==> src/rtl/control_unit_pkg.sv <==
// Shared definitions for the hardwired CPU control unit: opcodes, step states, strobe bundle.
package cpu_defs;

    localparam logic [4:0] OpLd   = 5'b00000;
    localparam logic [4:0] OpLdi  = 5'b00001;
    localparam logic [4:0] OpSt   = 5'b00010;
    localparam logic [4:0] OpAdd  = 5'b00011;
    localparam logic [4:0] OpSub  = 5'b00100;
    localparam logic [4:0] OpShr  = 5'b00101;
    localparam logic [4:0] OpShra = 5'b00110;
    localparam logic [4:0] OpShl  = 5'b00111;
    localparam logic [4:0] OpRor  = 5'b01000;
    localparam logic [4:0] OpRol  = 5'b01001;
    localparam logic [4:0] OpAnd  = 5'b01010;
    localparam logic [4:0] OpOr   = 5'b01011;
    localparam logic [4:0] OpAddi = 5'b01100;
    localparam logic [4:0] OpAndi = 5'b01101;
    localparam logic [4:0] OpOri  = 5'b01110;
    localparam logic [4:0] OpMul  = 5'b01111;
    localparam logic [4:0] OpDiv  = 5'b10000;
    localparam logic [4:0] OpNeg  = 5'b10001;
    localparam logic [4:0] OpNot  = 5'b10010;
    localparam logic [4:0] OpBr   = 5'b10011;
    localparam logic [4:0] OpJr   = 5'b10100;
    localparam logic [4:0] OpIn   = 5'b10110;
    localparam logic [4:0] OpOut  = 5'b10111;
    localparam logic [4:0] OpMfhi = 5'b11000;
    localparam logic [4:0] OpMflo = 5'b11001;
    localparam logic [4:0] OpNop  = 5'b11010;
    localparam logic [4:0] OpHalt = 5'b11011;

    typedef enum logic [3:0] {
        StT0, StT1, StT2, StT3, StT4, StT5, StT6, StT7, StStopped, StHalt
    } state_t;

    // Every datapath strobe driven in a single step, plus the ALU code and illegal flag.
    typedef struct packed {
        logic       pc_out, zlow_out, zhigh_out, mdr_out, hi_out, lo_out, c_out, inport_out;
        logic       pc_in, ir_in, mar_in, mdr_in, y_in, zlow_in, zhigh_in, hi_in, lo_in;
        logic       outport_in, con_in;
        logic       inc_pc, read, ram_we;
        logic       gra, grb, grc, r_in, r_out, ba_out;
        logic [4:0] operation;
        logic       illegal_op;
    } strobes_t;

endpackage

==> src/rtl/control_unit_if.sv <==
// Control unit <-> datapath/board bundle: IR/CON feedback, run/stop handshake, all strobes.
interface control_unit_if;

    logic [31:0] ir;
    logic        con, stop, run, halted, illegal_op;
    logic        PCout, ZLowout, ZHighout, MDRout, HIout, LOout, Cout, InPortout;
    logic        PCin, IRin, MARin, MDRin, Yin, ZLowIn, ZHighIn, HIin, LOin, OutPortIn, CONin;
    logic        IncPC, Read, ramWE;
    logic        Gra, Grb, Grc, R_in, R_out, BAout;
    logic [4:0]  operation;

    modport master (
        input  ir, con, stop,
        output run, halted, illegal_op,
        output PCout, ZLowout, ZHighout, MDRout, HIout, LOout, Cout, InPortout,
        output PCin, IRin, MARin, MDRin, Yin, ZLowIn, ZHighIn, HIin, LOin, OutPortIn, CONin,
        output IncPC, Read, ramWE, Gra, Grb, Grc, R_in, R_out, BAout, operation
    );

    modport slave (
        output ir, con, stop,
        input  run, halted, illegal_op,
        input  PCout, ZLowout, ZHighout, MDRout, HIout, LOout, Cout, InPortout,
        input  PCin, IRin, MARin, MDRin, Yin, ZLowIn, ZHighIn, HIin, LOin, OutPortIn, CONin,
        input  IncPC, Read, ramWE, Gra, Grb, Grc, R_in, R_out, BAout, operation
    );

endinterface

==> src/rtl/control_unit_mem_wait_counter.sv <==
// Down-counter that stretches a RAM read step by a loaded number of wait cycles.
module mem_wait_counter (
    input  logic       clk,
    input  logic       clr,
    input  logic       load_i,
    input  logic [2:0] load_val_i,
    input  logic       dec_i,
    output logic       done_o
);

    logic [2:0] cnt_q, cnt_d;

    // Load on entry to a read step, then count down to zero while the step is held.
    always_comb begin
        cnt_d = cnt_q;
        if (load_i) begin
            cnt_d = load_val_i;
        end else if (dec_i && (cnt_q != 3'd0)) begin
            cnt_d = cnt_q - 3'd1;
        end
    end

    // Count register, cleared by the asynchronous reset.
    always_ff @(posedge clk or negedge clr) begin
        if (!clr) begin
            cnt_q <= 3'd0;
        end else begin
            cnt_q <= cnt_d;
        end
    end

    assign done_o = (cnt_q == 3'd0);

endmodule

==> src/rtl/control_unit.sv <==
// Hardwired fetch/decode/execute sequencer driving every datapath strobe as a Moore output.
module control_unit
    import cpu_defs::*;
#(
    parameter int unsigned MEM_WAIT = 0,
    parameter logic [4:0]  ADD_OP   = 5'b00011
) (
    input logic            clk,
    input logic            clr,
    control_unit_if.master bus
);

    state_t     state_q, state_d;
    strobes_t   s, s_g;
    logic [4:0] op;
    logic       fin, wait_done, wait_load, read_step;
    logic       is_rr, is_imm, is_muldiv, is_negnot, is_mem;

    assign op        = bus.ir[31:27];
    assign is_rr     = (op >= OpAdd) && (op <= OpOr);
    assign is_imm    = (op == OpAddi) || (op == OpAndi) || (op == OpOri);
    assign is_muldiv = (op == OpMul) || (op == OpDiv);
    assign is_negnot = (op == OpNeg) || (op == OpNot);
    assign is_mem    = (op == OpLd) || (op == OpLdi) || (op == OpSt);

    // Both RAM read steps (fetch T1, ld T6) share the wait counter.
    assign read_step = (state_q == StT1) || ((state_q == StT6) && (op == OpLd));
    assign wait_load = (state_d != state_q) &&
                       ((state_d == StT1) || ((state_d == StT6) && (op == OpLd)));

    mem_wait_counter u_wait (
        .clk        (clk),
        .clr        (clr),
        .load_i     (wait_load),
        .load_val_i (3'(MEM_WAIT)),
        .dec_i      (read_step),
        .done_o     (wait_done)
    );

    // Step register; reset abandons any instruction in flight.
    always_ff @(posedge clk or negedge clr) begin
        if (!clr) begin
            state_q <= StT0;
        end else begin
            state_q <= state_d;
        end
    end

    // Next step and per-step strobes; fin marks the last step of an instruction.
    always_comb begin
        s       = '0;
        state_d = state_q;
        fin     = 1'b0;
        unique case (state_q)
            StT0: begin
                s.pc_out = 1'b1; s.mar_in = 1'b1; s.inc_pc = 1'b1;
                state_d  = StT1;
            end
            StT1: begin
                s.read = 1'b1;
                if (wait_done) begin
                    s.mdr_in = 1'b1;
                    state_d  = StT2;
                end
            end
            StT2: begin
                s.mdr_out = 1'b1; s.ir_in = 1'b1;
                state_d   = StT3;
            end
            StT3: begin
                state_d = StT4;
                if (is_rr || is_imm) begin
                    s.grb = 1'b1; s.r_out = 1'b1; s.y_in = 1'b1;
                end else if (is_muldiv) begin
                    s.gra = 1'b1; s.r_out = 1'b1; s.y_in = 1'b1;
                end else if (is_negnot) begin
                    s.grb = 1'b1; s.r_out = 1'b1; s.operation = op; s.zlow_in = 1'b1;
                end else if (is_mem) begin
                    s.grb = 1'b1; s.ba_out = 1'b1; s.y_in = 1'b1;
                end else begin
                    case (op)
                        OpBr:   begin s.gra = 1'b1; s.r_out = 1'b1; s.con_in = 1'b1; end
                        OpJr:   begin s.gra = 1'b1; s.r_out = 1'b1; s.pc_in = 1'b1; fin = 1'b1; end
                        OpIn:   begin s.inport_out = 1'b1; s.gra = 1'b1; s.r_in = 1'b1; fin = 1'b1; end
                        OpOut:  begin s.gra = 1'b1; s.r_out = 1'b1; s.outport_in = 1'b1; fin = 1'b1; end
                        OpMfhi: begin s.hi_out = 1'b1; s.gra = 1'b1; s.r_in = 1'b1; fin = 1'b1; end
                        OpMflo: begin s.lo_out = 1'b1; s.gra = 1'b1; s.r_in = 1'b1; fin = 1'b1; end
                        OpNop:  fin = 1'b1;
                        OpHalt: state_d = StHalt;
                        default: begin s.illegal_op = 1'b1; fin = 1'b1; end
                    endcase
                end
            end
            StT4: begin
                state_d = StT5;
                if (is_rr) begin
                    s.grc = 1'b1; s.r_out = 1'b1; s.operation = op; s.zlow_in = 1'b1;
                end else if (is_imm) begin
                    s.c_out = 1'b1; s.operation = op; s.zlow_in = 1'b1;
                end else if (is_muldiv) begin
                    s.grb = 1'b1; s.r_out = 1'b1; s.operation = op;
                    s.zlow_in = 1'b1; s.zhigh_in = 1'b1;
                end else if (is_negnot) begin
                    s.zlow_out = 1'b1; s.gra = 1'b1; s.r_in = 1'b1; fin = 1'b1;
                end else if (is_mem) begin
                    s.c_out = 1'b1; s.operation = ADD_OP; s.zlow_in = 1'b1;
                end else if (op == OpBr) begin
                    s.pc_out = 1'b1; s.y_in = 1'b1;
                end else begin
                    fin = 1'b1;
                end
            end
            StT5: begin
                state_d = StT6;
                if (is_rr || is_imm || (op == OpLdi)) begin
                    s.zlow_out = 1'b1; s.gra = 1'b1; s.r_in = 1'b1; fin = 1'b1;
                end else if (is_muldiv) begin
                    s.zlow_out = 1'b1; s.lo_in = 1'b1;
                end else if ((op == OpLd) || (op == OpSt)) begin
                    s.zlow_out = 1'b1; s.mar_in = 1'b1;
                end else if (op == OpBr) begin
                    s.c_out = 1'b1; s.operation = ADD_OP; s.zlow_in = 1'b1;
                end else begin
                    fin = 1'b1;
                end
            end
            StT6: begin
                state_d = StT7;
                if (is_muldiv) begin
                    s.zhigh_out = 1'b1; s.hi_in = 1'b1; fin = 1'b1;
                end else if (op == OpLd) begin
                    s.read = 1'b1;
                    if (wait_done) s.mdr_in = 1'b1;
                    else           state_d = StT6;
                end else if (op == OpSt) begin
                    s.gra = 1'b1; s.r_out = 1'b1; s.mdr_in = 1'b1;
                end else if (op == OpBr) begin
                    s.zlow_out = 1'b1; s.pc_in = bus.con; fin = 1'b1;
                end else begin
                    fin = 1'b1;
                end
            end
            StT7: begin
                fin = 1'b1;
                if (op == OpLd) begin
                    s.mdr_out = 1'b1; s.gra = 1'b1; s.r_in = 1'b1;
                end else if (op == OpSt) begin
                    s.ram_we = 1'b1;
                end
            end
            StStopped: if (!bus.stop) state_d = StT0;
            StHalt:    state_d = StHalt;
            default:   state_d = StT0;
        endcase
        // stop is only honoured at an instruction boundary.
        if (fin) state_d = bus.stop ? StStopped : StT0;
    end

    // Strobes are forced low while reset is held, even though the reset step is T0.
    assign s_g = clr ? s : '0;

    assign bus.run        = (state_q != StStopped) && (state_q != StHalt);
    assign bus.halted     = (state_q == StHalt);
    assign bus.illegal_op = s_g.illegal_op;
    assign bus.PCout      = s_g.pc_out;
    assign bus.ZLowout    = s_g.zlow_out;
    assign bus.ZHighout   = s_g.zhigh_out;
    assign bus.MDRout     = s_g.mdr_out;
    assign bus.HIout      = s_g.hi_out;
    assign bus.LOout      = s_g.lo_out;
    assign bus.Cout       = s_g.c_out;
    assign bus.InPortout  = s_g.inport_out;
    assign bus.PCin       = s_g.pc_in;
    assign bus.IRin       = s_g.ir_in;
    assign bus.MARin      = s_g.mar_in;
    assign bus.MDRin      = s_g.mdr_in;
    assign bus.Yin        = s_g.y_in;
    assign bus.ZLowIn     = s_g.zlow_in;
    assign bus.ZHighIn    = s_g.zhigh_in;
    assign bus.HIin       = s_g.hi_in;
    assign bus.LOin       = s_g.lo_in;
    assign bus.OutPortIn  = s_g.outport_in;
    assign bus.CONin      = s_g.con_in;
    assign bus.IncPC      = s_g.inc_pc;
    assign bus.Read       = s_g.read;
    assign bus.ramWE      = s_g.ram_we;
    assign bus.Gra        = s_g.gra;
    assign bus.Grb        = s_g.grb;
    assign bus.Grc        = s_g.grc;
    assign bus.R_in       = s_g.r_in;
    assign bus.R_out      = s_g.r_out;
    assign bus.BAout      = s_g.ba_out;
    assign bus.operation  = s_g.operation;

endmodule

==> src/flat_wrapper.sv <==
// flat-port wrapper written by rule: the top's interface ports become plain ports
module control_unit_flat import cpu_defs::*;
#(
    parameter int unsigned MEM_WAIT = 0,
    parameter logic [4:0]  ADD_OP   = 5'b00011
)
  (clk, clr, bus_ir, bus_con, bus_stop, bus_run, bus_halted, bus_illegal_op, bus_PCout, bus_ZLowout, bus_ZHighout, bus_MDRout, bus_HIout, bus_LOout, bus_Cout, bus_InPortout, bus_PCin, bus_IRin, bus_MARin, bus_MDRin, bus_Yin, bus_ZLowIn, bus_ZHighIn, bus_HIin, bus_LOin, bus_OutPortIn, bus_CONin, bus_IncPC, bus_Read, bus_ramWE, bus_Gra, bus_Grb, bus_Grc, bus_R_in, bus_R_out, bus_BAout, bus_operation);
  control_unit_if bus_i ();
  input logic clk;
  input logic clr;
  input wire logic [$bits(bus_i.ir)-1:0] bus_ir;
  input wire logic [$bits(bus_i.con)-1:0] bus_con;
  input wire logic [$bits(bus_i.stop)-1:0] bus_stop;
  output wire logic [$bits(bus_i.run)-1:0] bus_run;
  output wire logic [$bits(bus_i.halted)-1:0] bus_halted;
  output wire logic [$bits(bus_i.illegal_op)-1:0] bus_illegal_op;
  output wire logic [$bits(bus_i.PCout)-1:0] bus_PCout;
  output wire logic [$bits(bus_i.ZLowout)-1:0] bus_ZLowout;
  output wire logic [$bits(bus_i.ZHighout)-1:0] bus_ZHighout;
  output wire logic [$bits(bus_i.MDRout)-1:0] bus_MDRout;
  output wire logic [$bits(bus_i.HIout)-1:0] bus_HIout;
  output wire logic [$bits(bus_i.LOout)-1:0] bus_LOout;
  output wire logic [$bits(bus_i.Cout)-1:0] bus_Cout;
  output wire logic [$bits(bus_i.InPortout)-1:0] bus_InPortout;
  output wire logic [$bits(bus_i.PCin)-1:0] bus_PCin;
  output wire logic [$bits(bus_i.IRin)-1:0] bus_IRin;
  output wire logic [$bits(bus_i.MARin)-1:0] bus_MARin;
  output wire logic [$bits(bus_i.MDRin)-1:0] bus_MDRin;
  output wire logic [$bits(bus_i.Yin)-1:0] bus_Yin;
  output wire logic [$bits(bus_i.ZLowIn)-1:0] bus_ZLowIn;
  output wire logic [$bits(bus_i.ZHighIn)-1:0] bus_ZHighIn;
  output wire logic [$bits(bus_i.HIin)-1:0] bus_HIin;
  output wire logic [$bits(bus_i.LOin)-1:0] bus_LOin;
  output wire logic [$bits(bus_i.OutPortIn)-1:0] bus_OutPortIn;
  output wire logic [$bits(bus_i.CONin)-1:0] bus_CONin;
  output wire logic [$bits(bus_i.IncPC)-1:0] bus_IncPC;
  output wire logic [$bits(bus_i.Read)-1:0] bus_Read;
  output wire logic [$bits(bus_i.ramWE)-1:0] bus_ramWE;
  output wire logic [$bits(bus_i.Gra)-1:0] bus_Gra;
  output wire logic [$bits(bus_i.Grb)-1:0] bus_Grb;
  output wire logic [$bits(bus_i.Grc)-1:0] bus_Grc;
  output wire logic [$bits(bus_i.R_in)-1:0] bus_R_in;
  output wire logic [$bits(bus_i.R_out)-1:0] bus_R_out;
  output wire logic [$bits(bus_i.BAout)-1:0] bus_BAout;
  output wire logic [$bits(bus_i.operation)-1:0] bus_operation;
  assign bus_i.ir = bus_ir;
  assign bus_i.con = bus_con;
  assign bus_i.stop = bus_stop;
  assign bus_run = bus_i.run;
  assign bus_halted = bus_i.halted;
  assign bus_illegal_op = bus_i.illegal_op;
  assign bus_PCout = bus_i.PCout;
  assign bus_ZLowout = bus_i.ZLowout;
  assign bus_ZHighout = bus_i.ZHighout;
  assign bus_MDRout = bus_i.MDRout;
  assign bus_HIout = bus_i.HIout;
  assign bus_LOout = bus_i.LOout;
  assign bus_Cout = bus_i.Cout;
  assign bus_InPortout = bus_i.InPortout;
  assign bus_PCin = bus_i.PCin;
  assign bus_IRin = bus_i.IRin;
  assign bus_MARin = bus_i.MARin;
  assign bus_MDRin = bus_i.MDRin;
  assign bus_Yin = bus_i.Yin;
  assign bus_ZLowIn = bus_i.ZLowIn;
  assign bus_ZHighIn = bus_i.ZHighIn;
  assign bus_HIin = bus_i.HIin;
  assign bus_LOin = bus_i.LOin;
  assign bus_OutPortIn = bus_i.OutPortIn;
  assign bus_CONin = bus_i.CONin;
  assign bus_IncPC = bus_i.IncPC;
  assign bus_Read = bus_i.Read;
  assign bus_ramWE = bus_i.ramWE;
  assign bus_Gra = bus_i.Gra;
  assign bus_Grb = bus_i.Grb;
  assign bus_Grc = bus_i.Grc;
  assign bus_R_in = bus_i.R_in;
  assign bus_R_out = bus_i.R_out;
  assign bus_BAout = bus_i.BAout;
  assign bus_operation = bus_i.operation;
  control_unit #(.MEM_WAIT(MEM_WAIT), .ADD_OP(ADD_OP)) u_core (.clk(clk), .clr(clr), .bus(bus_i));
endmodule
==> config.mk <==
export PLATFORM = sky130hd
export DESIGN_NAME = control_unit_flat
export DESIGN_NICKNAME = d
export VERILOG_FILES = /design/src/rtl/control_unit_pkg.sv /design/src/rtl/control_unit_if.sv /design/src/rtl/control_unit_mem_wait_counter.sv /design/src/rtl/control_unit.sv /design/src/flat_wrapper.sv
export SDC_FILE = /design/constraint.sdc
export NUM_CORES = 1
export LEC_CHECK = 0
export CELL_PAD_IN_SITES_DETAIL_PLACEMENT = 1
export CELL_PAD_IN_SITES_GLOBAL_PLACEMENT = 1
export CORE_AREA = 2 2 77 79
export CTS_CLUSTER_DIAMETER = 120
export DETAILED_ROUTE_END_ITERATION = 8
export DIE_AREA = 0 0 79 81
export PLACE_DENSITY_LB_ADDON = 0.1
export SLEW_MARGIN = 20
export SYNTH_ARGS = -nofsm -noshare
export SYNTH_HDL_FRONTEND = slang
export SYNTH_SLANG_ARGS = --single-unit
==> constraint.sdc <==
create_clock -name clk -period 2.51 [get_ports clk]
set_clock_uncertainty 0.15 [all_clocks]
set_input_delay 0.251 -clock clk [delete_from_list [all_inputs] [get_ports clk]]
set_output_delay 0.251 -clock clk [all_outputs]
set_load 0.02 [all_outputs]
==> impl_metrics.toml <==
[status]
run_status = "finished clean"

[floorplanning]
start_util_pct = 26.7
dieArea_um2 = 6400
io_pins = 72
die_w_um = 79
core_um2 = 5680
die_h_um = 81
placementRows = 28

[detailed_routing]
routed_wl_mm = 7.45
routedWlPerCell_um = 18.1
drt_first_pass_iters = 4
viasPerCell = 5.35
ant_nets = 0
post-route-drc-count = 0
drt_iter0_markers = 159
via_count = 2198

[yosys]
yosys_most_used_dff = "dfrtp_1"
yosys_warnings = 0
async_flop_share_pct = 100
synth_edf_count = 0
ys_ff_latch = 7
syn_area_per_cell_um2 = 6.53
synth_area_um2 = 1510
synthDistinctLibCells = 65
syn_inst = 232
ys_seq_area_share_pct = 11.6
syn_nets = 270

[finish]
final_common_cell = "buf_4"
fin_cells = 411
area_delta_synth_final_pct = 73.7
drive_gt1_share_pct = 38.4
final_cell_mix = "buf_4 (77), nor2_1 (31), nand2_1 (19), dlygate4sd2_1 (15), nand3_1 (12)"
antenna_cells = 0
n_fill_cell = 752
final_nets = 375

[timing]
fin_tns_setup_ps = 0
period_share_pct = 97.2
rsz0062_at_grt = "true"
fmax_ghz = 0.410
period_needed_ps = 2440
worstMarginPinSlew_ps = 562
finalSetupViolations = 0
relSlewSlack_pct = 62.2
maxSlewViolCount = 0
final_hold_viol_count = 0

[power_and_ir_drop]
fin_total_pwr_mw = 1.84
p_per_area_nw_per_um2 = 701
irDropWorstVdd_uv = 576
cellLeakagePower_nw = 1.17

[cts]
clockBufferDepth = 2
clk_pin_slew_ps = 40
clkSinkCount = 7
cts_root_buffer = "clkbuf_8"
cts_tree = "built"
cts_made_buffers = 3
clk_latency_ps = 230
htreeDepth = 1
cts.hold.buffers_added = 0

[job]
max_cap_violations = 0

[setup_path]
crit_fanout = 3
critical_path_class = "in2out"
critPathArrivalTime_ps = 2040
end_kind = "output pin"
startpoint_type = "input pin"
required_ps = 2110

[grt]
antenna_found_initial = 0
grt_pass1_wl_mm = 11.8
track_usage_pct = 23.7
gr-total-overflow = 0
grt_pass1_vias = 2219
grt_start_max_net_pins = 13

[placed_design]
dpl.hpwl_mm = 6.04
place_congestion = 0.900
portBuffers = 44
dp_cells = 405

[hold_path]
holdCritPathClass = "in2async"
[critical path: stages]
cell             delay [ps]
clkdlybuf4s15_1         240
xnor2_2                 180
or4b_4                  520
a31oi_1                 150
buf_4                   160
o21ai_2                  80
a221oi_2                280
buf_4                   180
[sequential cells by signal, indices dropped and copies added, names as in the netlist]
name	count
u_core.state_q	4
u_core.u_wait.cnt_q	3
[power breakdown]
| group | internal, mW | switching, mW |
|---|---|---|
| combinational | 0.664 | 0.803 |
| clock | 0.110 | 0.0472 |
| sequential | 0.162 | 0.0587 |
| total | 0.936 | 0.909 |
[synthesized netlist by cell type (5+ instances only)]
library cell  instances  area, µm²
nand2_1              19       71.3
clkbuf_1              5       18.8
buf_2                 9       45.0
a21o_1                5       37.5
nor3_1               12       60.1
a21oi_1               9       45.0
nand3_1              13       65.1
nor2b_1               5       31.3
a31oi_1               5       31.3
inv_1                 8       30.0
o21ai_1               5       25.0
dfrtp_1               7        175
nand4_1               5       31.3
o21ai_0              12       60.1
nand2b_1              5       31.3
nor2_1               37        139
[timing repair]
item                       4_1_cts  5_1_grt
pin swaps                        8        4
buffers inserted                 2        0
gates resized for setup        108       29
setup endpoints to repair       34       27
[cell type report]
class / instances / area (µm²) / share of cell area [%]
Multi-Input combinational cell: 196 / 1330 / 50.6
Clock buffer: 4 / 45.0 / 1.71
Inverter: 9 / 33.8 / 1.28
Sequential cell: 7 / 178 / 6.76
Timing Repair Buffer: 120 / 950 / 36.1
Tap cell: 75 / 93.8 / 3.57
[final timing paths]
check	to	slack (ps)	depth (start not counted)	start
min in group clk	u_core.u_wait.cnt_q[0]$_DFFE_PN0P_	400	2	u_core.u_wait.cnt_q[0]$_DFFE_PN0P_
worst min-delay path	u_core.u_wait.cnt_q[2]$_DFFE_PN0P_	250	2	clr
worst min register to register	u_core.u_wait.cnt_q[0]$_DFFE_PN0P_	400	2	u_core.u_wait.cnt_q[0]$_DFFE_PN0P_
max in group asynchronous	u_core.state_q[2]$_DFF_PN0_	1800	2	clr
worst max-delay path	bus_R_in	70	8	bus_ir[27]
worst max register to register	u_core.u_wait.cnt_q[1]$_DFFE_PN0P_	130	9	u_core.state_q[0]$_DFF_PN0_
[metal layers]
layer | share of wire, % | GRT usage (%) | up-vias
met4 | 0.74 | 4.48 | 0
met2 | 49 | 40.3 | 52
met3 | 4.1 | 1.56 | 5
met5 | 0 | 0 | -
met1 | 46 | 33.2 | 1077
li1 | - | - | 1064
[logic make-up (layout without fill, tap and decap cells)]
group                    count (synthesis)  count (layout)  synth area share [%]
buffers and inverters                   29             133                  9.26
adder cells (fa/ha/maj)                  2               2                  1.65
flip-flops                               7               7                  11.6
AND/OR/NAND/NOR                        124             124                  43.9
AO/OA/AOI/OAI                           64              64                  29.8
XOR/XNOR                                 3               3                  1.74
multiplexers                             3               3                  2.07
[through the flow]
stage / worst slack, ps / hold slack [ps] / util, % / area, µm²
3_3_place_gp: -626 / 405 / 44.0 / 2500
2_1_floorplan: 251 / -195 / - / 1510
5_1_grt: -25.4 / 265 / 46.3 / 2630
3_5_place_dp: -623 / 405 / 44.0 / 2500
6_report: 69.8 / 246 / 46.3 / 2630
4_1_cts: -120 / 240 / 45.8 / 2600
(Power assumes the default switching activity.)
